**src/rtl/cordic_frac_bcd.sv**
```systemverilog
// Converts a CORDIC fractional magnitude into truncated decimal digits, one
// multiply-by-10 step per clock, and scans the held result onto a 7-segment display.
module cordic_frac_bcd #(
    parameter int FRAC_W   = 14,
    parameter int DIGITS   = 4,
    parameter int SCAN_DIV = 16
) (
    input  logic                  clk,
    input  logic                  reset_n,
    input  logic                  start,
    input  logic [FRAC_W-1:0]     frac_in,
    input  logic                  sign_in,
    output logic                  busy,
    output logic                  done,
    output logic [4*DIGITS-1:0]   bcd_out,
    output logic                  sign_out,
    output logic [6:0]            seg_out,
    output logic [DIGITS-1:0]     an_out
);

    localparam int K_W   = (DIGITS > 1) ? $clog2(DIGITS) : 1;
    localparam int DIV_W = $clog2(SCAN_DIV);
    localparam logic [K_W-1:0]   K_LAST   = K_W'(DIGITS - 1);
    localparam logic [DIV_W-1:0] DIV_LAST = DIV_W'(SCAN_DIV - 1);

    typedef enum logic [1:0] {IDLE, CONV, DONE} state_t;

    state_t                state_q, state_d;
    logic [FRAC_W-1:0]     f_q, f_d;
    logic [K_W-1:0]        k_q, k_d;
    logic [4*DIGITS-1:0]   shadow_q, shadow_d;
    logic                  pend_q, pend_d;
    logic [4*DIGITS-1:0]   bcd_q, bcd_d;
    logic                  sign_q, sign_d;
    logic                  busy_q, busy_d;
    logic                  done_q, done_d;
    logic [DIV_W-1:0]      div_q, div_d;
    logic [K_W-1:0]        scan_q, scan_d;

    logic [FRAC_W+3:0]     p;
    logic [3:0]            digit;
    logic [4*DIGITS-1:0]   shadow_next;
    logic [3:0]            shown;

    // The integer part of f*10 is the next decimal digit; the fraction carries on.
    always_comb begin
        p     = {4'd0, f_q} * (FRAC_W+4)'(10);
        digit = p[FRAC_W+3:FRAC_W];
        shadow_next = shadow_q;
        for (int i = 0; i < DIGITS; i++) begin
            if (k_q == K_W'(i)) begin
                shadow_next[4*(DIGITS-1-i) +: 4] = digit;
            end
        end
    end

    always_comb begin
        state_d  = state_q;
        f_d      = f_q;
        k_d      = k_q;
        shadow_d = shadow_q;
        pend_d   = pend_q;
        bcd_d    = bcd_q;
        sign_d   = sign_q;
        case (state_q)
            IDLE, DONE: begin
                if (start) begin
                    f_d     = frac_in;
                    pend_d  = sign_in;
                    k_d     = '0;
                    state_d = CONV;
                end else if (state_q == DONE) begin
                    state_d = IDLE;
                end
            end
            CONV: begin
                f_d      = p[FRAC_W-1:0];
                k_d      = k_q + K_W'(1);
                shadow_d = shadow_next;
                // The last digit goes straight into the visible result on the way to DONE.
                if (k_q == K_LAST) begin
                    state_d = DONE;
                    bcd_d   = shadow_next;
                    sign_d  = pend_q;
                end
            end
            default: state_d = IDLE;
        endcase
        busy_d = (state_d == CONV);
        done_d = (state_d == DONE);
    end

    always_comb begin
        div_d  = (div_q == DIV_LAST) ? '0 : div_q + DIV_W'(1);
        scan_d = scan_q;
        if (div_q == DIV_LAST) begin
            scan_d = (scan_q == K_LAST) ? '0 : scan_q + K_W'(1);
        end
    end

    always_ff @(posedge clk or negedge reset_n) begin
        if (!reset_n) begin
            state_q  <= IDLE;
            f_q      <= '0;
            k_q      <= '0;
            shadow_q <= '0;
            pend_q   <= 1'b0;
            bcd_q    <= '0;
            sign_q   <= 1'b0;
            busy_q   <= 1'b0;
            done_q   <= 1'b0;
            div_q    <= '0;
            scan_q   <= '0;
        end else begin
            state_q  <= state_d;
            f_q      <= f_d;
            k_q      <= k_d;
            shadow_q <= shadow_d;
            pend_q   <= pend_d;
            bcd_q    <= bcd_d;
            sign_q   <= sign_d;
            busy_q   <= busy_d;
            done_q   <= done_d;
            div_q    <= div_d;
            scan_q   <= scan_d;
        end
    end

    // Display decode follows the scan index directly so each digit gets whole divider periods.
    always_comb begin
        shown  = 4'd0;
        an_out = '1;
        for (int i = 0; i < DIGITS; i++) begin
            if (scan_q == K_W'(i)) begin
                shown = bcd_q[4*(DIGITS-1-i) +: 4];
                an_out[DIGITS-1-i] = 1'b0;
            end
        end
        case (shown)
            4'd0:    seg_out = 7'b1000000;
            4'd1:    seg_out = 7'b1111001;
            4'd2:    seg_out = 7'b0100100;
            4'd3:    seg_out = 7'b0110000;
            4'd4:    seg_out = 7'b0011001;
            4'd5:    seg_out = 7'b0010010;
            4'd6:    seg_out = 7'b0000010;
            4'd7:    seg_out = 7'b1111000;
            4'd8:    seg_out = 7'b0000000;
            4'd9:    seg_out = 7'b0010000;
            default: seg_out = 7'b1111111;
        endcase
    end

    assign busy     = busy_q;
    assign done     = done_q;
    assign bcd_out  = bcd_q;
    assign sign_out = sign_q;

endmodule

```
**config.mk**
```make
export PLATFORM = sky130hd
export DESIGN_NAME = cordic_frac_bcd
export DESIGN_NICKNAME = d
export VERILOG_FILES = /design/src/rtl/cordic_frac_bcd.sv
export SDC_FILE = /design/constraint.sdc
export NUM_CORES = 1
export LEC_CHECK = 0
export CAP_MARGIN = 5
export CORE_MARGIN = 5
export CORE_UTILIZATION = 43
export DETAILED_ROUTE_END_ITERATION = 10
export PLACE_DENSITY = 0.76
export SLEW_MARGIN = 0
export SYNTH_ARGS = -nofsm -noshare
export SYNTH_HDL_FRONTEND = slang
export SYNTH_SLANG_ARGS = --single-unit
```
**constraint.sdc**
```tcl
create_clock -name clk -period 2.6 [get_ports clk]
set_input_delay 0.52 -clock clk [delete_from_list [all_inputs] [get_ports clk]]
set_output_delay 0.52 -clock clk [all_outputs]
set_load 0.03 [all_outputs]
```
==> results of run 1 <==
worst paths after layout:
path                                start          end  slack, ps  cells past startpoint
worst max register to register     f_q[3]  bcd_out[14]          0                      9
max in group asynchronous         reset_n  shadow_q[5]       1780                      2
worst min register to register   sign_out     sign_out        490                      2
worst min-delay path              reset_n      f_q[11]        320                      2
min in group clk                 sign_out     sign_out        490                      2
worst max-delay path            scan_q[0]   seg_out[3]       -360                     12
state kept, by name, indices dropped and copies added, names as in the netlist:
name,count
bcd_out,16
busy,1
div_q,4
done,1
f_q,14
k_q,2
pend_q,1
scan_q,2
shadow_q,12
sign_out,1
state_q,2
cells by family (layout without fill, tap and decap cells):
logic type      count (synthesis)  after routing
fa+ha+maj                      39             39
flops                          56             56
simple gates                  101            101
xor+xnor                       12             12
compound gates                115            115
mux                             5              5
buf+inv                        32            134
layout by cell type, fill, tap and decap left out, types with 2 or more instances in the layout:
cell type and n:
sky130_fd_sc_hd__buf_4 57, sky130_fd_sc_hd__dfrtp_1 56, sky130_fd_sc_hd__nand2_1 49, sky130_fd_sc_hd__clkdlybuf4s50_1 38, sky130_fd_sc_hd__o21ai_0 32, sky130_fd_sc_hd__ha_1 25
sky130_fd_sc_hd__a21oi_1 16, sky130_fd_sc_hd__nor2_1 15, sky130_fd_sc_hd__inv_1 13, sky130_fd_sc_hd__ha_4 12, sky130_fd_sc_hd__o21ai_1 11, sky130_fd_sc_hd__buf_6 10
sky130_fd_sc_hd__a21oi_2 9, sky130_fd_sc_hd__a31oi_1 7, sky130_fd_sc_hd__a22oi_1 7, sky130_fd_sc_hd__inv_2 6, sky130_fd_sc_hd__xor2_1 6, sky130_fd_sc_hd__nor3b_1 6
sky130_fd_sc_hd__o21a_1 5, sky130_fd_sc_hd__nor2b_1 5, sky130_fd_sc_hd__clkbuf_8 5, sky130_fd_sc_hd__nor3_1 4, sky130_fd_sc_hd__xnor2_1 4, sky130_fd_sc_hd__nand2b_1 3
sky130_fd_sc_hd__a221o_1 3, sky130_fd_sc_hd__a22oi_2 3, sky130_fd_sc_hd__a22o_1 3, sky130_fd_sc_hd__nor2_2 3, sky130_fd_sc_hd__nor2_4 3, sky130_fd_sc_hd__o22ai_1 3
sky130_fd_sc_hd__mux2i_1 3, sky130_fd_sc_hd__nand2_4 2, sky130_fd_sc_hd__nand3_1 2, sky130_fd_sc_hd__a21o_1 2, sky130_fd_sc_hd__a31oi_4 2, sky130_fd_sc_hd__clkbuf_1 2
per-stage QoR:
step	hold WS (ps)	utilization	TNS [ps]	worst slack, ps
floorplan	224	-	0	11.0
global placement	457	0.553	-1450	-369
detailed placement	465	0.553	-2540	-440
CTS	359	0.597	-1920	-321
global route	399	0.632	-2930	-464
finish	316	0.632	-2080	-362
critical path, delay by kind of cell, from the launching register on:
family                     cells  cell delay (ps)
and+or+nand+nor                2              220
adders and majority gates      2              340
DFF                            1              440
AOI/OAI and AO/OA              4              700
buffers and inverters          4              430
timing repair:
action,CTS,global route
buffers inserted,8,8
pin swaps,18,26
gates resized for setup,67,40
setup endpoints to repair,21,29
layout make-up:
cell class,instances,area (um^2),area share
clock buffer,7,76.3,0.0158
clock inverter,1,8.76,0.00181
inverter,19,71.3,0.0148
multi-input combinational,272,2210,0.457
sequential,56,1400,0.290
tap,102,128,0.0264
timing repair buffer,107,938,0.194
routing by layer:
metal	track usage	up-vias	part of all wire
met2	0.321	96	0.52
met5	0	-	0
li1	-	1478	-
met1	0.216	1464	0.41
met4	0.0554	0	0.015
met3	0.0307	13	0.049
==> run_results.csv, run 1 <==
group,metric,value,unit
clock_tree,postCtsHoldBufs,0,
clock_tree,tritoncts,"done",
critical_path,cp.arrival,2440,ps
critical_path,worst_ep_required_time,2080,ps
sta,finClkSkew,6.23,ps
logic_synthesis,synth_simple_gate_area_share,0.135,
sta,setup-violations-final,8,
critical_path,critPathLaunchType,"flop",
logic_synthesis,muxShareOfSynthArea,0.0154,
routing,via_per_inst,5.41,
clock_tree,maximum_buffer_depth_of_the_clock_tree,2,
critical_path,cp_cell_sequence,"inv_2 -> ha_4 -> nor2b_4 -> a221o_1 -> a22oi_2 -> inv_2 -> ha_4 -> nor2_4 -> o21a_1 -> buf_4 -> a21oi_2 -> buf_6",
sta,final-hold-violation-count,0,
floorplan,core.rowCount,32,
floorplan,initial_utilization,0.436,
routing,wl,9060,um
final_layout,design.final.nets,518,
global_routing,global_route_wire_length_before_repair,14300,um
sta,grt_setup_unrepaired,"true",
clock_tree,cts.sink_count,56,
logic_synthesis,synthesis.nets,417,
logic_synthesis,synth_top_cell_by_area,"sky130_fd_sc_hd__dfrtp_1",
sta,fmax,338,MHz
clock_tree,clock_insertion_delay_worst_skew,310,ps
logic_synthesis,synth_edf_count,0,
status,run_status,"finished, violations left",
clock_tree,cts_htree_levels,2,
routing,drt_drc_violations_left,0,
critical_path,critical-path-slowest-cell,"sky130_fd_sc_hd__dfrtp_1",
clock_tree,tritoncts.num_buffers,5,
critical_path,worstPathMaxFanout,3,
critical_path,worstSetupPathType,"flop to primary output",
placement,dpl.hpwl,6290,um
logic_synthesis,synth_compound_area_frac,0.212,
floorplan,die_x,98.1,um
logic_synthesis,ys_async_sr_fraction,1.00,
hold_path,min_path_type,"input port to asynchronous set/reset pin",
clock_tree,clock-root-buffer,"sky130_fd_sc_hd__clkbuf_8",
global_routing,grt_overflow,0,
logic_synthesis,post_synth_num_cell_types,40,
sta,timing.final.crit_period,2960,ps
sta,worst-slew-pin-transition,778,ps
placement,gpl.final_weighted_congestion,0.902,
critical_path,critPathCaptureType,"primary output",
floorplan,io-pin-count,48,
logic_synthesis,synth.top_cells.by_area,"sky130_fd_sc_hd__dfrtp_1 (42%), sky130_fd_sc_hd__ha_1 (14%), sky130_fd_sc_hd__o21ai_0 (6.6%)",
critical_path,slowest_delay,440,ps
final_layout,post_layout_nonfiller_instances,564,
sta,maxSlewHeadroom,0.479,
logic_synthesis,yosysTopAreaCellShare,0.420,
logic_synthesis,synth_sequential_area_ratio,0.420,
sta,final.setup.worst_slack,-362,ps
global_routing,first_global_vias,3083,
logic_synthesis,syn-cell-area,3340,um^2
floorplan,die-height,98.1,um
logic_synthesis,synthesis.instances,360,
status,violations,"negative setup slack",
global_routing,globalRouteTotalUtil,0.178,
placement,place.detailed.instances,540,
routing,detailedRoute.firstIterationViolations,119,
logic_synthesis,synth.most_common_cell,"sky130_fd_sc_hd__dfrtp_1",
sta,post-route-period-util,1.14,
final_layout,antenna_cells,0,
floorplan,floorplan.die_area,9620,um^2
flow_run,max_cap_viol_count,0,
logic_synthesis,yosys.area_share.adder,0.148,
logic_synthesis,synth_top_cells_by_count,"sky130_fd_sc_hd__dfrtp_1 (56), sky130_fd_sc_hd__nand2_1 (51), sky130_fd_sc_hd__o21ai_0 (44)",
floorplan,core_area,7650,um^2
global_routing,grt_antenna_before_repair,0,
placement,portBuffers,47,
final_layout,fillerInstances,596,
routing,detail_route.wl_per_cell,16.1,um
clock_tree,clkSlewWorstSetupHoldPaths,90,ps
global_routing,grt_max_degree,57,
logic_synthesis,syn_area_per_cell,9.27,um^2
final_layout,post_route_cells_drive_above_1_share,0.290,
routing,vias,3051,
logic_synthesis,synth_xor_xnor_area_share,0.0337,
final_layout,final_cell_area,4830,um^2
placement,placement.cell_area,4230,um^2
final_layout,flow.area_growth_from_synthesis,44.8,%
logic_synthesis,main_combinational_cell_family_by_area_after_synthesis,"compound AO/OA/AOI/OAI gates",
logic_synthesis,yosys_most_used_dff,"sky130_fd_sc_hd__dfrtp_1",
routing,dr.pass1.iters,4,
routing,detail-route-antenna-nets,0,
logic_synthesis,ys_warn_count,0,
logic_synthesis,synth.ff_latch_count,56,
sta,timing_max_transition_violations_final,0,
Power of run 1 is not shown: default switching activity piles up to over one toggle a cycle in this logic, so the estimate is an artifact.
==> run 2, diff against run 1 <==
--- a/config.mk
+++ b/config.mk
@@ -9,7 +9,7 @@
 export CORE_MARGIN = 5
 export CORE_UTILIZATION = 43
 export DETAILED_ROUTE_END_ITERATION = 10
-export PLACE_DENSITY = 0.76
+export PLACE_DENSITY = 0.72
 export SLEW_MARGIN = 0
 export SYNTH_ARGS = -nofsm -noshare
 export SYNTH_HDL_FRONTEND = slang
==> run 2 against run 1 <==
Cell count is 1.4% lower. Setup slack better by 150 ps. Worst hold slack worse by 130 ps. Critical path depth stayed put. Via count is 3.3% lower. Clock skew is 2.8 ps higher. First-iteration DRC count is 79% higher. Non-clock buffer count is 8 lower. Die area stayed put. Maximum frequency is 5.3% higher. The flow still finishes with violations (negative setup slack). Global-route usage is 1.3 points lower. Count of clock-buffer cells in the layout stayed put. Highest routed layer unchanged.
==> run_results.csv, run 2 (synthesized netlist as in run 1, its figures left out) <==
group,metric,value,unit
clock_tree,cts.sink_count,56,
critical_path,worst_ep_required_time,2080,ps
final_layout,final_cell_area,4790,um^2
clock_tree,postCtsHoldBufs,0,
placement,placement.cell_area,4230,um^2
sta,worst-slew-pin-transition,801,ps
floorplan,die-height,98.1,um
critical_path,critical-path-slowest-cell,"sky130_fd_sc_hd__dfrtp_1",
final_layout,design.final.nets,510,
placement,dpl.hpwl,6020,um
critical_path,slowest_delay,420,ps
clock_tree,clock-root-buffer,"sky130_fd_sc_hd__clkbuf_8",
floorplan,core_area,7650,um^2
clock_tree,clock_insertion_delay_worst_skew,310,ps
placement,place.detailed.instances,539,
sta,setup-violations-final,7,
placement,portBuffers,47,
routing,wl,8600,um
clock_tree,cts_htree_levels,2,
final_layout,post_route_cells_drive_above_1_share,0.286,
critical_path,worstPathMaxFanout,7,
routing,detail-route-antenna-nets,0,
critical_path,critPathLaunchType,"flop",
flow_run,max_cap_viol_count,0,
sta,timing_max_transition_violations_final,0,
sta,timing.final.crit_period,2810,ps
floorplan,core.rowCount,32,
sta,fmax,356,MHz
global_routing,global_route_wire_length_before_repair,13300,um
status,run_status,"finished, violations left",
routing,via_per_inst,5.30,
final_layout,post_layout_nonfiller_instances,556,
final_layout,layout_commonest_cell,"sky130_fd_sc_hd__dfrtp_1",
routing,detailedRoute.firstIterationViolations,213,
final_layout,antenna_cells,0,
routing,drt_drc_violations_left,0,
critical_path,cp.arrival,2290,ps
critical_path,critPathCaptureType,"primary output",
final_layout,final_cell_mix,"sky130_fd_sc_hd__dfrtp_1 (55), sky130_fd_sc_hd__nand2_1 (50), sky130_fd_sc_hd__buf_4 (47)",
status,violations,"negative setup slack",
routing,detail_route.wl_per_cell,15.5,um
sta,post-route-period-util,1.08,
sta,final-hold-violation-count,0,
global_routing,grt_max_degree,57,
critical_path,cp_cell_sequence,"buf_6 -> ha_4 -> a21oi_2 -> o21ai_1 -> a22o_1 -> inv_2 -> ha_4 -> nor2_2 -> o21a_1 -> buf_4 -> a21oi_2 -> buf_6",
routing,vias,2949,
clock_tree,tritoncts,"done",
critical_path,worstSetupPathType,"flop to primary output",
global_routing,grt_overflow,0,
sta,worst_hold_slack,186,ps
floorplan,io-pin-count,48,
global_routing,globalRouteTotalUtil,0.166,
global_routing,grt_antenna_before_repair,0,
sta,final.setup.worst_slack,-212,ps
clock_tree,clkSlewWorstSetupHoldPaths,90,ps
final_layout,fillerInstances,610,
placement,gpl.final_weighted_congestion,0.894,
routing,dr.pass1.iters,4,
hold_path,min_path_type,"input port to asynchronous set/reset pin",
sta,finClkSkew,9.02,ps
global_routing,first_global_vias,2825,
final_layout,flip_flop_count_of_the_largest_register_after_layout,16,
sta,grt_setup_unrepaired,"true",
floorplan,die_x,98.1,um
floorplan,floorplan.die_area,9620,um^2
sta,maxSlewHeadroom,0.464,
clock_tree,tritoncts.num_buffers,5,
floorplan,initial_utilization,0.436,
clock_tree,maximum_buffer_depth_of_the_clock_tree,2,
final_layout,flow.area_growth_from_synthesis,43.5,%
==> run 2: cell types whose count changed in the layout (fill, tap and decap cells not counted), sizes merged <==
cell           before  now
clkinvlp            0    1
dlymetal6s2s        1    0
clkinv              1    0
buf                68   60
clkdlybuf4s50      38   39
==> run 2: area by class of cell <==
class	instances	area, um^2	share of cell area
repair buffers	99	892	0.186
clock inverters	1	7.51	0.00157
well taps	102	128	0.0266
multi-input cells	272	2200	0.460
inverters	19	71.3	0.0149
flip-flops and latches	56	1400	0.293
clock buffers	7	86.3	0.0180
==> run 2: metal layers <==
layer  track usage  share of wire
met5             0              0
met4        0.0351          0.015
met3        0.0307          0.038
met2         0.288           0.52
met1         0.215           0.43
==> run 2: stage by stage <==
step	TNS, ps	utilization	worst slack (ps)
after floorplan	0	-	11.0
after global placement	-1590	0.553	-336
after detailed placement	-2250	0.553	-384
after CTS	-1310	0.586	-236
after global routing	-2190	0.626	-320
final	-1260	0.626	-212
==> run 2: path summary, 6_finish.rpt <==
path / slack, ps / start / cells after the start / endpoint
max in group asynchronous: 2140 / reset_n / 2 / f_q[2]
worst min-delay path: 190 / reset_n / 2 / f_q[12]
min in group clk: 480 / sign_out / 2 / sign_out
worst min register to register: 480 / sign_out / 2 / sign_out
worst max-delay path: -210 / scan_q[0] / 12 / seg_out[3]
worst max register to register: 50 / f_q[3] / 9 / bcd_out[6]
==> run 2: timing repair <==
item	4_1_cts	5_1_grt
pin swaps	12	32
endpoints found under the setup margin	21	29
buffers inserted	3	6
resized for setup	52	51
==> run 2: critical path, delay by kind of cell, from the launching register on <==
family | cells | cell delay (ps)
adder cells (fa/ha/maj) | 2 | 320
AO/OA/AOI/OAI | 5 | 700
flip-flops | 1 | 420
buffers and inverters | 4 | 510
AND/OR/NAND/NOR | 1 | 30
Power of run 2 is left out for the same reason.
==> run 3, diff against run 2 <==
--- a/config.mk
+++ b/config.mk
@@ -5,7 +5,7 @@
 export SDC_FILE = /design/constraint.sdc
 export NUM_CORES = 1
 export LEC_CHECK = 0
-export CAP_MARGIN = 5
+export CAP_MARGIN = 20
 export CORE_MARGIN = 5
 export CORE_UTILIZATION = 43
 export DETAILED_ROUTE_END_ITERATION = 10
==> results of run 3 <==
Final layout, timing and power as in run 2 (identical DEF).
Power of run 3 is left out for the same reason.
==> patch 1: new RTL, config.mk and constraints of run 2 <==
Change the parameter `DIGITS` from 4 to 8.
--- a/src/rtl/cordic_frac_bcd.sv
+++ b/src/rtl/cordic_frac_bcd.sv
@@ -2,7 +2,7 @@
 // multiply-by-10 step per clock, and scans the held result onto a 7-segment display.
 module cordic_frac_bcd #(
     parameter int FRAC_W   = 14,
-    parameter int DIGITS   = 4,
+    parameter int DIGITS   = 8,
     parameter int SCAN_DIV = 16
 ) (
     input  logic                  clk,
Ports: changed (resized an_out and bcd_out); port bits go from 48 to 68. No check against the original RTL was run, so the function may have changed too.
==> patch 1 against run 2 <==
The flow still finishes with violations (negative setup slack); area after synthesis grew 51%; first-iteration DRC count grew 31%; sequential cell count grew 34; global-route usage grew 2.7 points; hold slack gained 0.026 ns; critical path type unchanged; count of clock-buffer cells in the layout grew 4; setup slack lost 0.37 ns; final area grew 47%; wire length grew 62%; synthesized cell count grew 48%; clock skew shrank 0.0035 ns.
==> patch 1: results (changes against run 2) <==
stage	metric	value	unit	change
grt	grt_max_degree	51		-11%
setup_path	crit_fanout	6		-1
yosys	synth_area_per_cell	9.495	um^2	+2.4%
route	wl_per_cell	17.39	um	+12%
placed_design	pre_cts_slack	-0.2930	ns	+0.09109 ns
yosys	seq_area_frac_synth	44.59	%	+2.6 points
setup_path	worstPathArrival	2.66	ns	+0.37 ns
layout	finalNetCount	713		+40%
outcome	violations	negative setup slack		
yosys	synth.net_count	589		+41%
route	vias	4434		+50%
clock_network	htree_levels	3		+1
route	dr.pass1.iters	5		+1
layout	largest_register_ffs	32		+16
floorplanning	die_w	118.4	um	+21%
grt	grt_pass1_vias	4510		+60%
placed_design	postPlaceCellArea	0.006331	mm^2	+50%
clock_network	clkTransAtPathRegs	0.06	ns	-0.03 ns
route	drtIter0Drc	278		+31%
yosys	synth_commonest_cells	dfrtp_1, nand2_1, o21ai_0		
clock_network	clockBufferDepth	2		unchanged
setup_path	slowest_stage	dfrtp_2		
sta	skew	0.005523	ns	-0.003493 ns
pwr	peakVddDrop	0.001324	V	
placed_design	globalplace.congestion	0.8711		-2.6%
placed_design	hpwl	9935	um	+65%
sta	tightest_slew	0.7514	ns	-0.05002 ns
clock_network	numCtsBuffers	9		+4
layout	antenna_cells	0		unchanged
grt	antenna_found_initial	0		unchanged
grt	grtUsageTotal	19.32	%	+2.7 points
sta	setup_violations	20		+13
clock_network	clock_latency	0.34	ns	+0.03 ns
yosys	synth-edff-count	0		unchanged
pwr	p_leak	3.083	nW	
sta	final.setup.tns	-4.448	ns	-3.187 ns
setup_path	path_delay_family	compound AO/OA/AOI/OAI gates		
yosys	yosysUniqueCellTypes	58		+45%
sta	layout_setup_ws	-0.5835	ns	-0.3719 ns
clock_network	cts_root_buf	clkbuf_16		
route	routed_wl	13970	um	+62%
grt	grt_pass1_wl	22370	um	+68%
outcome	status	finished, violations left		
setup_path	critPathMaxStageDelay	0.44	ns	+0.02 ns
layout	final_layout_size_suffix_gt1_share	25.15	%	-3.5 points
yosys	yosysWarnings	0		unchanged
placed_design	dp.cells	772		+43%
yosys	synth_area_leaders	dfrtp_1, ha_1, o21ai_0		
placed_design	port_buffers	67		+43%
## patch 1: area by class of cell
| cell class | instances | area, um^2 |
|---|---|---|
| multi-input cells | 398 | 3004 |
| well taps | 143 | 178.9 |
| flip-flops and latches | 90 | 2255 |
| fillers | 946 | 4413 |
| repair buffers | 137 | 1254 |
| inverters | 20 | 76.32 |
| clock inverters | 4 | 53.80 |
| clock buffers | 11 | 232.7 |
## patch 1: logic make-up after synthesis
kind of cell	count (synthesis)	share of synthesized area, %
adders and majority gates	39	9.809
DFF	90	44.59
buffers and inverters	44	3.715
muxes	17	3.443
xor gates and xnor gates	11	2.056
and+or+nand+nor	156	14.79
AOI/OAI and AO/OA	175	21.60
## patch 1: layer usage
layer	vias to the layer above	part of all wire, %	track usage [%]
li1	2158	-	-
met1	2135	43	24.66
met2	122	50	32.24
met3	19	5.5	5.778
met4	0	1.6	4.961
met5	-	0	0
## patch 1: final timing paths
kind | start | to | slack [ns] | cells after the start
min in group clk | shadow_q[19] | shadow_q[19] | 0.48 | 2
worst max register to register | f_q[1] | bcd_out[20] | -0.10 | 12
worst min-delay path | reset_n | bcd_out[19] | 0.21 | 1
max in group asynchronous | reset_n | div_q[2] | 1.74 | 2
worst max-delay path | scan_q[0] | seg_out[4] | -0.58 | 10
worst min register to register | shadow_q[19] | shadow_q[19] | 0.48 | 2
## patch 1: where the power goes
group	internal (mW)	switching, mW	leakage [nW]
clock network	0.742	0.532	0.132
registers	2.00	0.476	1.13
logic	3.21	4.07	1.82
## patch 1: what timing repair did
item / 4_1_cts / 5_1_grt
gates cloned: 0 / 1
endpoints found under the setup margin: 29 / 58
setup buffers: 6 / 10
hold buffers: 0 / 0
gates resized for setup: 19 / 62
pin swaps: 13 / 16
==> patch 2: new RTL, config.mk and constraints of run 2 <==
Made on the original files. Remove the register `busy_q`: a continuous assignment takes its place, so the output `busy` follows one clock earlier.
--- a/src/rtl/cordic_frac_bcd.sv
+++ b/src/rtl/cordic_frac_bcd.sv
@@ -107,7 +107,6 @@
             pend_q   <= 1'b0;
             bcd_q    <= '0;
             sign_q   <= 1'b0;
-            busy_q   <= 1'b0;
             done_q   <= 1'b0;
             div_q    <= '0;
             scan_q   <= '0;
@@ -119,12 +118,13 @@
             pend_q   <= pend_d;
             bcd_q    <= bcd_d;
             sign_q   <= sign_d;
-            busy_q   <= busy_d;
             done_q   <= done_d;
             div_q    <= div_d;
             scan_q   <= scan_d;
         end
     end
+
+    assign busy_q = busy_d;
 
     // Display decode follows the scan index directly so each digit gets whole divider periods.
     always_comb begin
Function: changed (Yosys sat finds a counterexample within 4 cycles, from zero or initial values and one cycle with reset_n low).
==> patch 2 against run 2 <==
The run still ends with negative setup slack left; setup slack got worse by 0.058 ns; area after synthesis decreased by 0.75%; cell count increased by 1.6%; final area increased by 0.55%; sequential cell count decreased by 1; critical path depth decreased by 1; global-route usage increased by 1.4 points; synthesized cell count decreased by 0.28%; wire length increased by 5.1%.
Power is left out: the tool's default activity adds up to more than one toggle a clock period on the data nets, which glitch-free logic cannot reach.
==> patch 2: results (changes against run 2) <==
stage	metric	value	unit	change
layout	fin_cells	565		+1.6%
placed_design	dp.cells	545		+1.1%
setup_path	worstPathArrival	2.35	ns	+0.06 ns
layout	largest_register_ffs	16		unchanged
setup_path	crit_fanout	3		-4
grt	grt_pass1_wl	14410	um	+8.3%
yosys	synth_commonest_cells	dfrtp_1, nand2_1, o21ai_0		
placed_design	hpwl	6452	um	+7.2%
grt	grtUsageTotal	18.00	%	+1.4 points
placed_design	globalplace.congestion	0.8834		-1.2%
yosys	synth_area_leaders	dfrtp_1, ha_1, o21ai_0		
sta	final.setup.tns	-1.761	ns	-0.4995 ns
sta	setup_violations	7		unchanged
route	drtIter0Drc	135		-37%
sta	skew	0.005375	ns	-0.003641 ns
yosys	synth_area_per_cell	9.225	um^2	-0.47%
layout	finalNetCount	519		+1.8%
placed_design	postPlaceCellArea	0.004247	mm^2	+0.35%
layout	stdcell_area	0.004816	mm^2	+0.55%
outcome	status	finished, violations left		
yosys	synth.net_count	416		-0.24%
route	vias	3013		+2.2%
setup_path	critPathMaxStageDelay	0.46	ns	+0.04 ns
layout	final_layout_size_suffix_gt1_share	30.45	%	+1.8 points
outcome	violations	negative setup slack		
grt	grt_pass1_vias	3098		+9.7%
route	routed_wl	9041	um	+5.1%
sta	tightest_slew	0.7492	ns	-0.05220 ns
sta	layout_setup_ws	-0.2697	ns	-0.05817 ns
yosys	seq_area_frac_synth	41.56	%	-0.44 points
sta	whs	0.3154	ns	+0.1290 ns
layout	final_common_cell	buf_4		
setup_path	slowest_stage	dfrtp_2		
layout	n_fill_cell	617		+1.1%
grt	grt_max_degree	56		-1.8%
patch 2: changes by cell type after synthesis, sizes merged:
| cell | delta |
|---|---|
| dfrtp | -1 |
patch 2: worst max-delay path by stage:
stage                     depth (start not counted)  startpoint    endpoint  slack, ns
after global routing                             11   scan_q[0]  seg_out[2]      -0.32
after CTS                                        11   scan_q[0]  seg_out[2]      -0.26
final                                            11   scan_q[0]  seg_out[2]      -0.27
after detailed placement                         11   scan_q[0]  seg_out[0]      -0.45
after global placement                            9   scan_q[0]  seg_out[3]      -0.34
after floorplan                                  10   scan_q[0]  seg_out[4]       0.01
patch 2: area by class of cell:
cell class | count | area share [%]
Timing Repair Buffer | 109 | 19.69
Tap cell | 102 | 2.650
Clock inverter | 2 | 0.2598
Clock buffer | 6 | 1.507
Multi-Input combinational cell | 272 | 45.75
Sequential cell | 55 | 28.60
Inverter | 19 | 1.533
patch 2: routing by layer:
layer / up-vias / part of all wire (%) / GRT usage (%)
li1: 1476 / - / -
met1: 1454 / 42 / 21.58
met2: 68 / 54 / 33.47
met3: 15 / 3.0 / 2.286
met4: 0 / 1.8 / 5.431
met5: - / 0 / 0
patch 2: repair_timing:
| action | 4_1_cts | 5_1_grt |
|---|---|---|
| resized for setup | 60 | 49 |
| hold endpoints to repair | 0 | 0 |
| setup buffers | 0 | 12 |
| setup endpoints to repair | 25 | 29 |
| pin swaps | 9 | 18 |
patch 2: cells by family after synthesis:
family / Yosys count / synth area share, %
multiplexers: 5 / 1.549
AO/OA/AOI/OAI: 115 / 21.34
adder cells (fa/ha/maj): 39 / 14.96
AND/OR/NAND/NOR: 101 / 13.56
buffers and inverters: 32 / 3.627
XOR/XNOR: 12 / 3.400
flip-flops: 55 / 41.56
